## src/rtl/img_scale_ctrl.sv

```systemverilog
// ============================================================================
//  Module      : img_scale_ctrl
//  Description : Pixel-replication zoom sequencer. It reads each source pixel
//                once from the image ROM, then writes it FxF times into the
//                framebuffer. Optional abort port under SCALE_ABORT_EN.
//  Revision    : 1.0  initial release
// ============================================================================
`default_nettype none

module img_scale_ctrl #(
   parameter int SRC_W   = 160,
   parameter int SRC_H   = 120,
   parameter int ROM_AW  = 19,
   parameter int FB_AW   = 19,
   parameter int ROM_LAT = 1,
   parameter int PIX_W   = 8
) (
   input  logic              clk,
   input  logic              rst,
   input  logic              start,
   input  logic [1:0]        factor_sel,
   output logic              busy,
   output logic              done,
   output logic              rom_en,
   output logic [ROM_AW-1:0] rom_addr,
   input  logic [PIX_W-1:0]  rom_data,
   output logic              fb_wr_valid,
   input  logic              fb_wr_ready,
   output logic [FB_AW-1:0]  fb_addr,
   output logic [PIX_W-1:0]  fb_data
`ifdef SCALE_ABORT_EN
   ,
   input  logic              abort
`endif
);

   localparam int C_COL_W = (SRC_W > 1) ? $clog2(SRC_W) : 1;
   localparam int C_ROW_W = (SRC_H > 1) ? $clog2(SRC_H) : 1;
   localparam int C_LAT_W = (ROM_LAT > 1) ? $clog2(ROM_LAT) : 1;

   typedef enum logic [2:0] {
      S_IDLE  = 3'd0,
      S_READ  = 3'd1,
      S_WAIT  = 3'd2,
      S_WRITE = 3'd3,
      S_DONE  = 3'd4
   } state_t;

   state_t               state_q, state_d;
   logic [C_COL_W-1:0]   col_q, col_d;
   logic [C_ROW_W-1:0]   row_q, row_d;
   logic [1:0]           di_q, di_d;
   logic [1:0]           dj_q, dj_d;
   logic [C_LAT_W-1:0]   lat_q, lat_d;
   logic [1:0]           fs_q, fs_d;      // log2 of the zoom factor
   logic [PIX_W-1:0]     pix_q, pix_d;
`ifdef SCALE_ABORT_EN
   logic                 abort_pend_q, abort_pend_d;
`endif

   logic [1:0]           w_fmax;
   logic [FB_AW-1:0]     w_fb_row;
   logic [FB_AW-1:0]     w_fb_col;
   logic [FB_AW-1:0]     w_fb_stride;

   always_comb begin
      case (fs_q)
         2'd0:    w_fmax = 2'd0;
         2'd1:    w_fmax = 2'd1;
         default: w_fmax = 2'd3;
      endcase
   end

   // Multiplication by F reduces to a left shift by fs_q.
   assign w_fb_row    = (FB_AW'(row_q) << fs_q) + FB_AW'(di_q);
   assign w_fb_col    = (FB_AW'(col_q) << fs_q) + FB_AW'(dj_q);
   assign w_fb_stride = FB_AW'(SRC_W) << fs_q;

   assign fb_addr     = w_fb_row * w_fb_stride + w_fb_col;
   assign rom_addr    = ROM_AW'(row_q) * ROM_AW'(SRC_W) + ROM_AW'(col_q);
   assign fb_data     = pix_q;
   assign busy        = (state_q != S_IDLE);
   assign done        = (state_q == S_DONE);
   assign rom_en      = (state_q == S_READ);
   assign fb_wr_valid = (state_q == S_WRITE);

   always_comb begin
      state_d = state_q;
      col_d   = col_q;
      row_d   = row_q;
      di_d    = di_q;
      dj_d    = dj_q;
      lat_d   = lat_q;
      fs_d    = fs_q;
      pix_d   = pix_q;
`ifdef SCALE_ABORT_EN
      abort_pend_d = (state_q == S_WRITE) ? abort_pend_q : 1'b0;
`endif

      case (state_q)
         S_IDLE: begin
            if (start) begin
               state_d = S_READ;
               case (factor_sel)
                  2'b00:   fs_d = 2'd0;
                  2'b01:   fs_d = 2'd1;
                  default: fs_d = 2'd2;
               endcase
            end
         end
         S_READ: begin
            state_d = S_WAIT;
            lat_d   = '0;
         end
         S_WAIT: begin
            if (lat_q == C_LAT_W'(ROM_LAT - 1)) begin
               pix_d   = rom_data;
               lat_d   = '0;
               state_d = S_WRITE;
            end else begin
               lat_d = lat_q + 1'b1;
            end
         end
         S_WRITE: begin
            if (fb_wr_ready) begin
               if (dj_q != w_fmax) begin
                  dj_d = dj_q + 2'd1;
               end else begin
                  dj_d = 2'd0;
                  if (di_q != w_fmax) begin
                     di_d = di_q + 2'd1;
                  end else begin
                     di_d = 2'd0;
                     if (col_q != C_COL_W'(SRC_W - 1)) begin
                        col_d   = col_q + 1'b1;
                        state_d = S_READ;
                     end else begin
                        col_d = '0;
                        if (row_q != C_ROW_W'(SRC_H - 1)) begin
                           row_d   = row_q + 1'b1;
                           state_d = S_READ;
                        end else begin
                           row_d   = '0;
                           state_d = S_DONE;
                        end
                     end
                  end
               end
            end
         end
         S_DONE: begin
            state_d = S_IDLE;
         end
         default: begin
            state_d = S_IDLE;
         end
      endcase

`ifdef SCALE_ABORT_EN
      // An abort seen mid-beat is remembered until that beat is accepted.
      if (((state_q == S_READ) || (state_q == S_WAIT)) && abort) begin
         state_d = S_IDLE;
         col_d   = '0;
         row_d   = '0;
         di_d    = 2'd0;
         dj_d    = 2'd0;
         lat_d   = '0;
      end else if ((state_q == S_WRITE) && (abort || abort_pend_q)) begin
         if (fb_wr_ready) begin
            state_d      = S_IDLE;
            col_d        = '0;
            row_d        = '0;
            di_d         = 2'd0;
            dj_d         = 2'd0;
            lat_d        = '0;
            abort_pend_d = 1'b0;
         end else begin
            abort_pend_d = 1'b1;
         end
      end
`endif
   end

   always_ff @(posedge clk or posedge rst) begin
      if (rst) begin
         state_q <= S_IDLE;
         col_q   <= '0;
         row_q   <= '0;
         di_q    <= 2'd0;
         dj_q    <= 2'd0;
         lat_q   <= '0;
         fs_q    <= 2'd0;
         pix_q   <= '0;
      end else begin
         state_q <= state_d;
         col_q   <= col_d;
         row_q   <= row_d;
         di_q    <= di_d;
         dj_q    <= dj_d;
         lat_q   <= lat_d;
         fs_q    <= fs_d;
         pix_q   <= pix_d;
      end
   end

`ifdef SCALE_ABORT_EN
   always_ff @(posedge clk or posedge rst) begin
      if (rst) begin
         abort_pend_q <= 1'b0;
      end else begin
         abort_pend_q <= abort_pend_d;
      end
   end
`endif

endmodule

`default_nettype wire

```

## config.mk

```make
export PLATFORM = sky130hd
export DESIGN_NAME = img_scale_ctrl
export DESIGN_NICKNAME = d
export VERILOG_FILES = /design/src/rtl/img_scale_ctrl.sv
export SDC_FILE = /design/constraint.sdc
export NUM_CORES = 1
export LEC_CHECK = 0
export CAP_MARGIN = 20
export CORE_MARGIN = 4
export CORE_UTILIZATION = 35
export DETAILED_ROUTE_END_ITERATION = 10
export GPL_TIMING_DRIVEN = 0
export PLACE_DENSITY_LB_ADDON = 0.08
export SYNTH_ARGS = -nofsm -noshare
export SYNTH_HDL_FRONTEND = slang
export SYNTH_SLANG_ARGS = --single-unit
export TNS_END_PERCENT = 50
```

## constraint.sdc

```tcl
create_clock -name clk -period 9.71 [get_ports clk]
set_input_delay 1.942 -clock clk [delete_from_list [all_inputs] [get_ports clk]]
set_output_delay 1.942 -clock clk [all_outputs]
set_load 0.05 [all_outputs]
```

==> results of run 1 <==
[Yosys cell counts, types with 3 or more instances]
cell type / count
a211oi_1: 4
a211oi_2: 3
a21o_1: 10
a21oi_1: 21
a31oi_1: 3
and2_1: 15
and3_1: 17
buf_2: 5
buf_4: 10
clkbuf_1: 19
dfrtp_1: 32
fa_1: 38
ha_1: 89
inv_1: 68
mux2_2: 16
mux2i_1: 11
nand2_1: 35
nand2b_1: 3
nand3_1: 20
nand4_1: 9
nor2_1: 33
nor2b_1: 5
nor3_1: 17
nor4_1: 3
o21a_1: 3
o21ai_0: 13
o22ai_1: 3
o31ai_1: 9
xnor2_1: 26
xor2_1: 20
[per-stage QoR]
step           area [um2]  worst slack (ns)  hold WS (ns)
4_1_cts              6590            0.0298         0.511
2_1_floorplan        5550             0.300         0.498
3_5_place_dp         6430            -0.876         0.498
3_3_place_gp         6400            -0.792         0.488
6_report             6650             0.241         0.508
5_1_grt              6650           -0.0385         0.529
[per-layer routing]
layer  routed length, um  vias to the layer above
met3                 367                       18
met5                   0                        -
met4                 277                        0
li1                    -                     2253
met1                6250                     2212
met2                6330                       64
[worst max-delay path: stages (launching register included)]
cell and delay [ns]:
dfrtp_2 0.42, buf_4 0.22, buf_4 0.21, buf_4 0.23, nor2_4 0.06, and2_1 0.16, ha_1 0.22, fa_2 0.47
o31ai_1 0.12, xnor2_1 0.23, nand2_1 0.15, nor2_1 0.13, ha_1 0.25, fa_1 0.45, ha_1 0.31, ha_1 0.30
ha_1 0.27, inv_1 0.05, fa_1 0.50, fa_1 0.55, inv_1 0.04, ha_1 0.35, a21o_1 0.27, a2111o_1 0.50
o21ba_2 0.33, o31ai_2 0.08, xnor2_1 0.15, buf_4 0.22
[kinds of logic after synthesis]
family                   after synthesis  synth area share [%]
XOR/XNOR                              48                  8.12
AO/OA/AOI/OAI                         88                  11.6
AND/OR/NAND/NOR                      173                  16.4
flip-flops                            32                  14.5
adder cells (fa/ha/maj)              127                  34.0
other                                  2                 0.136
buffers and inverters                106                  8.17
multiplexers                          31                  7.03
[final cells by class]
type                    count  area share (%)
inverters                  69            3.89
plain buffers              36            3.12
flip-flops and latches     32            12.1
clock buffers               6            2.09
clock inverters             2           0.151
multi-input cells         478            65.6
repair buffers             61            9.13
well taps                 211            3.97
[worst paths after layout]
check / to / depth (start not counted)
setup / recovery: fb_addr[18] / 27
hold / removal: fb_data[0]$_DFFE_PP0P_ / 1
setup reg to reg: row_q[3]$_DFFE_PP0P_ / 6
hold reg to reg: fb_data[0]$_DFFE_PP0P_ / 1
max in group asynchronous: col_q[2]$_DFFE_PP0P_ / 3
min in group asynchronous: fb_data[0]$_DFFE_PP0P_ / 2
[timing repair]
action | CTS | global route
resized for setup | 36 | 21
setup endpoints to repair | 9 | 8
gates cloned | 0 | 0
pin swaps | 1 | 5
endpoints found under the hold margin | 0 | 0
[where the power goes]
group          leakage [nW]  internal, W  switching (W)
combinational          2.82     0.000223       0.000378
clock                0.0766     0.000101      0.0000596
sequential            0.396     0.000164      0.0000346
total                  3.30     0.000488       0.000472
[state kept, by name, indices dropped and copies added, names as in the netlist]
register	count
col_q	8
di_q	2
dj_q	2
fb_data	8
fs_q	2
row_q	7
state_q	3
[cells in the final DEF, fill, tap and decap left out, types with 3 or more instances in the layout]
cell type        netlist  layout
and3_1                17      17
a21oi_1               21      21
mux2_2                16      16
inv_1                 68      68
o21a_1                 3       3
o31ai_1                9       8
conb_1                 2      11
nor2_1                33      31
clkdlybuf4s50_1        0      52
nand3_1               20      20
nand4_1                9       9
xor2_1                20      19
o22ai_1                3       3
dfrtp_1               32      30
clkbuf_2               1       3
a31oi_1                3       3
fa_1                  38      37
clkbuf_1              19      16
buf_2                  5       4
o21ai_0               13      13
xnor2_1               26      25
mux2i_1               11      11
nor2b_1                5       5
clkbuf_16              0       5
nor4_1                 3       3
ha_1                  89      88
and2_1                15      15
nand2_1               35      35
nand2b_1               3       3
buf_4                 10      15
a21o_1                10      10
nor3_1                17      17
a211oi_2               3       4
==> impl_metrics.json, run 1 <==
{
  "status": "complete, no violations",
  "max_freq_mhz": 106,
  "required_ns": 7.77,
  "grt_max_degree": 23,
  "ys_seq_area_share_pct": 14.5,
  "p_total_w": 0.000960,
  "via_per_inst": 5.08,
  "met2_usage_pct": 25.6,
  "final.setup.tns_ns": 0,
  "yosysWarnings": 0,
  "netlist-cell-type-count": 66,
  "wl_per_cell_um": 14.8,
  "hold_start": "fb_data[0]$_DFFE_PP0P_",
  "cts_setup_buffers": 0,
  "dp.cells": 887,
  "hp-class": "flop to flop",
  "max_slew_margin_pct": 45.8,
  "drive_above_1_share_pct": 11.0,
  "worstSetupStartpointType": "flop",
  "drc": 0,
  "fp.dieArea_um2": 17800,
  "drt_pass1_iterations": 4,
  "diodes": 0,
  "end_kind": "output port",
  "critPathLaunch": "fs_q[1]$_DFFE_PP0P_",
  "die_h_um": 134,
  "max_slew.worst_pin.slew_ns": 0.807,
  "setup-violations-final": 0,
  "ys_async_sr_fraction_pct": 100,
  "portBuffers": 59,
  "rsz0062_at_grt": "true",
  "num-nets-final": 824,
  "syn_to_final_growth_pct": 20.6,
  "cts_buffers": 5,
  "cts_root_buffer": "clkbuf_16",
  "post-dp-hpwl_mm": 11.0,
  "met1_usage_pct": 19.2,
  "power_density_nw_per_um2": 144,
  "rows": 45,
  "worstSkewPairLatency_ns": 0.28,
  "syn_area_um2": 5510,
  "ir_drop_mv": 0.122,
  "synth-edff-count": 0,
  "fill_cells": 1576,
  "grt_pass1_vias": 4588,
  "gr-usage-all-layers_pct": 14.9,
  "syn_inst": 607,
  "crit_arrival_ns": 7.53,
  "gp_congestion": 0.800,
  "yosysTopAreaCellShare_pct": 20.2,
  "worstPathMaxFanout": 10,
  "ys.flop_type": "dfrtp_1",
  "clock_path_buffers": 2,
  "cts_tree": "done",
  "total_leakage_power_nw": 3.30,
  "worstReg2RegStart": "col_q[0]$_DFFE_PP0P_",
  "cts.sinks": 32,
  "synth_top_cells_by_area": "ha_1 (20%), dfrtp_1 (15%), fa_1 (14%)",
  "multiInputGateArea_um2": 4360,
  "cts_hold_buffers": 0,
  "antenna_found_initial": 0,
  "period_share_pct": 97.5,
  "grt_pass1_wl_mm": 22.0,
  "drt_iter0_markers": 121,
  "wirelength_mm": 13.2,
  "fin_crit_ns": 9.47,
  "clkTransAtPathRegs_ns": 0.06,
  "start_util_pct": 36.0,
  "synth_seq_cells": 32,
  "avgSynthCellArea_um2": 9.08,
  "vias": 4547,
  "slew_viol_final": 0,
  "die_w_um": 134,
  "finClkSkew_ns": 0.00798,
  "layoutNonFillerInstCount": 895,
  "use_met3_pct": 2.08,
  "hold_violations": 0,
  "grt-busiest-layer": "met2",
  "grt.overflow.total": 0,
  "path_class": "flop to output port",
  "htreeDepth": 2,
  "r2r_slack_ns": 7.44,
  "maxCapViolCount": 0,
  "synth_largest_area_cell": "ha_1",
  "finalCoreUtilization_pct": 43.4,
  "core_um2": 15300,
  "ant_nets": 0,
  "register_area_um2": 803,
  "ios": 64
}
(Power assumes the default switching activity.)
==> inputs of run 2 (changes only) <==
Settings changed: ABC_AREA from default to 1.
==> impl_metrics.json, run 2 <==
{
  "wl_per_cell_um": 13.1,
  "ys_async_sr_fraction_pct": 100,
  "synth-edff-count": 0,
  "rsz0062_at_grt": "false",
  "final.setup.tns_ns": 0,
  "synth_seq_cells": 32,
  "max_freq_mhz": 110,
  "clock_path_buffers": 2,
  "maxCapViolCount": 0,
  "dp.cells": 930,
  "gr-usage-all-layers_pct": 14.3,
  "vias": 4446,
  "cts_root_buffer": "clkbuf_16",
  "grt_max_degree": 22,
  "avgSynthCellArea_um2": 7.90,
  "required_ns": 7.77,
  "setup_ws_ns": 0.589,
  "slew_viol_final": 0,
  "cts_tree": "done",
  "worstSkewPairLatency_ns": 0.28,
  "critical_path.max_stage_delay_ns": 0.81,
  "via_per_inst": 4.74,
  "r2r_end": "row_q[0]$_DFFE_PP0P_",
  "path_class": "flop to output port",
  "post_dp_cell_area_um2": 6230,
  "syn_area_um2": 5350,
  "grt_pass1_vias": 4546,
  "start_util_pct": 36.2,
  "worstSetupStartpointType": "flop",
  "post-dp-hpwl_mm": 10.6,
  "synth_top_cells_by_area": "ha_1 (21%), dfrtp_1 (15%), fa_1 (14%)",
  "fp.dieArea_um2": 17300,
  "ios": 64,
  "die_w_um": 132,
  "diodes": 0,
  "yosysWarnings": 0,
  "cts_setup_buffers": 0,
  "drc": 0,
  "period_share_pct": 93.9,
  "cts.sinks": 32,
  "grt.overflow.total": 0,
  "num-nets-final": 893,
  "worstReg2RegStart": "fs_q[1]$_DFFE_PP0P_",
  "layoutNonFillerInstCount": 937,
  "crit_arrival_ns": 7.18,
  "final_cell_mix": "nand2_1 (110), inv_1 (106), ha_1 (89)",
  "setup-violations-final": 0,
  "cpMostUsedCell": "ha_1",
  "worstPathMaxFanout": 19,
  "netlist_top_cells_count": "nand2_1 (110), inv_1 (106), ha_1 (89)",
  "synth_largest_area_cell": "ha_1",
  "fill_cells": 1498,
  "syn_inst": 677,
  "max_slew.worst_pin.slew_ns": 0.624,
  "max_slew_margin_pct": 58.4,
  "finClkSkew_ns": 0.00369,
  "ys.flop_type": "dfrtp_1",
  "fin_crit_ns": 9.12,
  "r2r_slack_ns": 7.62,
  "rows": 44,
  "critPathLaunch": "fs_q[1]$_DFFE_PP0P_",
  "dp_slack_ns": -0.0771,
  "synth.most_common_cell": "nand2_1",
  "drive_above_1_share_pct": 8.63,
  "hold_violations": 0,
  "portBuffers": 59,
  "netlist-cell-type-count": 47,
  "htreeDepth": 2,
  "r2r_cells": 8,
  "drt_pass1_iterations": 4,
  "yosysTopAreaCellShare_pct": 20.8,
  "ys_seq_area_share_pct": 15.0,
  "cpMaxStageDelayCell": "clkdlybuf4s50_1",
  "status": "complete, no violations",
  "hp-class": "flop to flop",
  "grt_pass1_wl_mm": 21.2,
  "clkTransAtPathRegs_ns": 0.05,
  "gp_congestion": 0.835,
  "antenna_found_initial": 0,
  "cts_buffers": 5,
  "syn_to_final_growth_pct": 19.5,
  "final_common_cell": "nand2_1",
  "end_kind": "output port",
  "drt_iter0_markers": 99,
  "ant_nets": 0,
  "die_h_um": 132,
  "cts_hold_buffers": 0,
  "endpoint": "fb_addr[12]",
  "design_area_um2": 6380,
  "wirelength_mm": 12.3,
  "core_um2": 14800
}
run 2: changes by cell type in the layout (fill, tap and decap cells not counted), moves of 13 or more:
cell	before	now
nand2_1	35	110
nor2_1	31	74
inv_1	68	106
and3_1	17	0
and2_1	15	1
xor2_1	19	33
clkbuf_1	16	3
run 2: worst min-delay path by stage:
stage,cells past startpoint,end,from,slack (ns)
floorplan,2,col_q[7]$_DFFE_PP0P_,col_q[7]$_DFFE_PP0P_,0.52
global placement,1,fb_data[7]$_DFFE_PP0P_,fb_data[7]$_DFFE_PP0P_,0.49
detailed placement,1,fb_data[1]$_DFFE_PP0P_,fb_data[1]$_DFFE_PP0P_,0.50
CTS,1,fb_data[3]$_DFFE_PP0P_,fb_data[3]$_DFFE_PP0P_,0.51
global route,1,fb_data[4]$_DFFE_PP0P_,fb_data[4]$_DFFE_PP0P_,0.52
finish,1,fb_data[3]$_DFFE_PP0P_,fb_data[3]$_DFFE_PP0P_,0.51
run 2: cell type report:
type	count	area, um2	share of cell area, %
inverter	112	422	6.60
timing repair buffer	60	626	9.80
sequential	32	801	12.5
buffer	17	119	1.86
tap	184	230	3.61
multi-input combinational	524	4040	63.3
clock buffer	8	146	2.29
run 2: critical path: cells and delay by family (launching register included):
kind            cells  cell delay (ns)
fa+ha+maj           9             3.54
flops               1             0.34
compound gates      2             0.26
xor+xnor            2             0.62
buf+inv             5             1.41
simple gates        7             0.73
run 2: per-stage QoR:
| stage | util [%] | hold WS (ns) |
|---|---|---|
| after CTS | 43.2 | 0.511 |
| after global placement | 42.0 | 0.488 |
| final | 43.3 | 0.505 |
| after floorplan | - | 0.516 |
| after detailed placement | 42.2 | 0.497 |
| after global routing | 43.3 | 0.523 |
run 2: metal layers:
metal	GRT usage (%)	part of all wire, %
met1	19.2	48
met2	24.9	47
met4	2.10	0.79
met3	2.37	4.2
met5	0	0
run 2: logic make-up (layout without fill, tap and decap cells):
family | count (synthesis) | count (layout) | share of synthesized area [%]
flops | 32 | 32 | 15.0
buf+inv | 130 | 197 | 10.2
compound gates | 68 | 68 | 7.19
fa+ha+maj | 127 | 127 | 35.1
xor+xnor | 48 | 48 | 7.87
other cells | 2 | 11 | 0.141
simple gates | 262 | 262 | 22.9
mux | 8 | 8 | 1.69
run 2: repair_timing:
action | CTS | global route
setup endpoints to repair | 6 | 6
cloned | 0 | 0
gates resized for setup | 1 | 7
Power of run 2 is not shown: default switching activity piles up to over one toggle a cycle in this logic, so the estimate is an artifact.
==> inputs of run 3 (changes only) <==
Settings changed: CORE_MARGIN 4 to 3.
==> impl_metrics.json, run 3 (synthesis gave the netlist of run 2 again) <==
{
  "status": "complete, no violations",
  "final_cell_mix": "nand2_1 (110), inv_1 (106), ha_1 (89)",
  "final_common_cell": "nand2_1",
  "crit_buf_inv": 6,
  "ant_nets": 0,
  "fp.dieArea_um2": 16800,
  "htreeDepth": 2,
  "hp-class": "flop to flop",
  "grt.overflow.total": 0,
  "die_w_um": 130,
  "portBuffers": 59,
  "grt_max_degree": 23,
  "path_class": "flop to output port",
  "rows": 44,
  "cpMostUsedCell": "fa_1",
  "max_freq_mhz": 108,
  "drt_iter0_markers": 126,
  "cts_tree": "done",
  "grt_pass1_wl_mm": 21.1,
  "crit_arrival_ns": 7.30,
  "grt_pass1_vias": 4376,
  "cts_buffers": 5,
  "syn_to_final_growth_pct": 19.3,
  "vias": 4436,
  "cts_setup_buffers": 0,
  "setup-violations-final": 0,
  "cpLargestDelayFamily": "adder cells",
  "gp_congestion": 0.835,
  "cpMaxStageDelayCell": "clkdlybuf4s50_1",
  "fill_cells": 1502,
  "gr-usage-all-layers_pct": 15.3,
  "drc": 0,
  "worstSetupStartpointType": "flop",
  "max_slew_margin_pct": 57.9,
  "worstSkewPairLatency_ns": 0.28,
  "fin_crit_ns": 9.24,
  "start_util_pct": 36.2,
  "antenna_found_initial": 0,
  "finClkSkew_ns": 0.00444,
  "required_ns": 7.77,
  "die_h_um": 130,
  "via_per_inst": 4.73,
  "wl_per_cell_um": 13.1,
  "ios": 64,
  "clkTransAtPathRegs_ns": 0.05,
  "hold_violations": 0,
  "core_um2": 14800,
  "critical_path.max_stage_delay_ns": 0.82,
  "clock_path_buffers": 2,
  "drive_above_1_share_pct": 9.43,
  "slew_viol_final": 0,
  "drt_pass1_iterations": 4,
  "cts_hold_buffers": 0,
  "cts_root_buffer": "clkbuf_16",
  "final.setup.tns_ns": 0,
  "post-dp-hpwl_mm": 10.6,
  "cts.sinks": 32,
  "num-nets-final": 894,
  "wirelength_mm": 12.3,
  "period_share_pct": 95.2,
  "maxCapViolCount": 0,
  "diodes": 0,
  "rsz0062_at_grt": "false",
  "max_slew.worst_pin.slew_ns": 0.631,
  "worstPathMaxFanout": 10,
  "end_kind": "output port"
}
-- run 3: cell types whose count changed in the layout (fill, tap and decap cells not counted), sizes merged --
cell | previous run | this run
buf | 17 | 18
clkbuf | 10 | 12
dlygate4sd2 | 0 | 1
dlymetal6s2s | 5 | 1
-- run 3: final cells by class --
cell class                      count  area, um2  area share [%]
Multi-Input combinational cell    524       4050            63.5
Sequential cell                    32        801            12.6
Timing Repair Buffer               60        599            9.40
Inverter                          112        422            6.61
Tap cell                          184        230            3.61
Clock buffer                        7        153            2.39
Buffer                             18        124            1.94
-- run 3: worst register-to-register path: stages, from the launching register on --
cell,delay [ns]
dfrtp_1,0.37
buf_6,0.14
buf_2,0.19
xnor2_1,0.34
nand2_1,0.21
nor3_4,0.32
nand3_1,0.17
a21oi_1,0.16
a21oi_1,0.05
-- run 3: worst paths after layout --
path	startpoint	to	slack, ns	depth (start not counted)
worst max-delay path	fs_q[1]$_DFFE_PP0P_	fb_addr[12]	0.47	25
worst min-delay path	fb_data[0]$_DFFE_PP0P_	fb_data[0]$_DFFE_PP0P_	0.50	1
worst max register to register	fs_q[1]$_DFFE_PP0P_	row_q[0]$_DFFE_PP0P_	7.63	8
worst min register to register	fb_data[0]$_DFFE_PP0P_	fb_data[0]$_DFFE_PP0P_	0.50	1
max in group asynchronous	rst	col_q[4]$_DFFE_PP0P_	7.22	3
min in group asynchronous	rst	fb_data[0]$_DFFE_PP0P_	2.00	2
-- run 3: routing by layer --
| layer | track usage, % | vias up | part of all wire (%) |
|---|---|---|---|
| met5 | 0 | - | 0 |
| met4 | 2.81 | 0 | 0.94 |
| met3 | 1.85 | 7 | 3.2 |
| met2 | 26.4 | 73 | 47 |
| met1 | 20.9 | 2051 | 49 |
| li1 | - | 2305 | - |
-- run 3: stage by stage --
step	util (%)	setup slack [ns]	instances	area (um2)	hold slack, ns
after floorplan	-	1.05	686	5380	0.516
after global placement	42.0	-0.0936	929	6200	0.489
after detailed placement	42.2	-0.104	930	6230	0.497
after CTS	43.3	0.194	937	6380	0.509
after global routing	43.2	0.0419	937	6380	0.534
final	43.2	0.467	937	6380	0.504
-- run 3: what timing repair did --
action,CTS,global route
resized for setup,7,10
setup endpoints to repair,6,6
hold endpoints to repair,0,0
Power of run 3 is left out for the same reason.
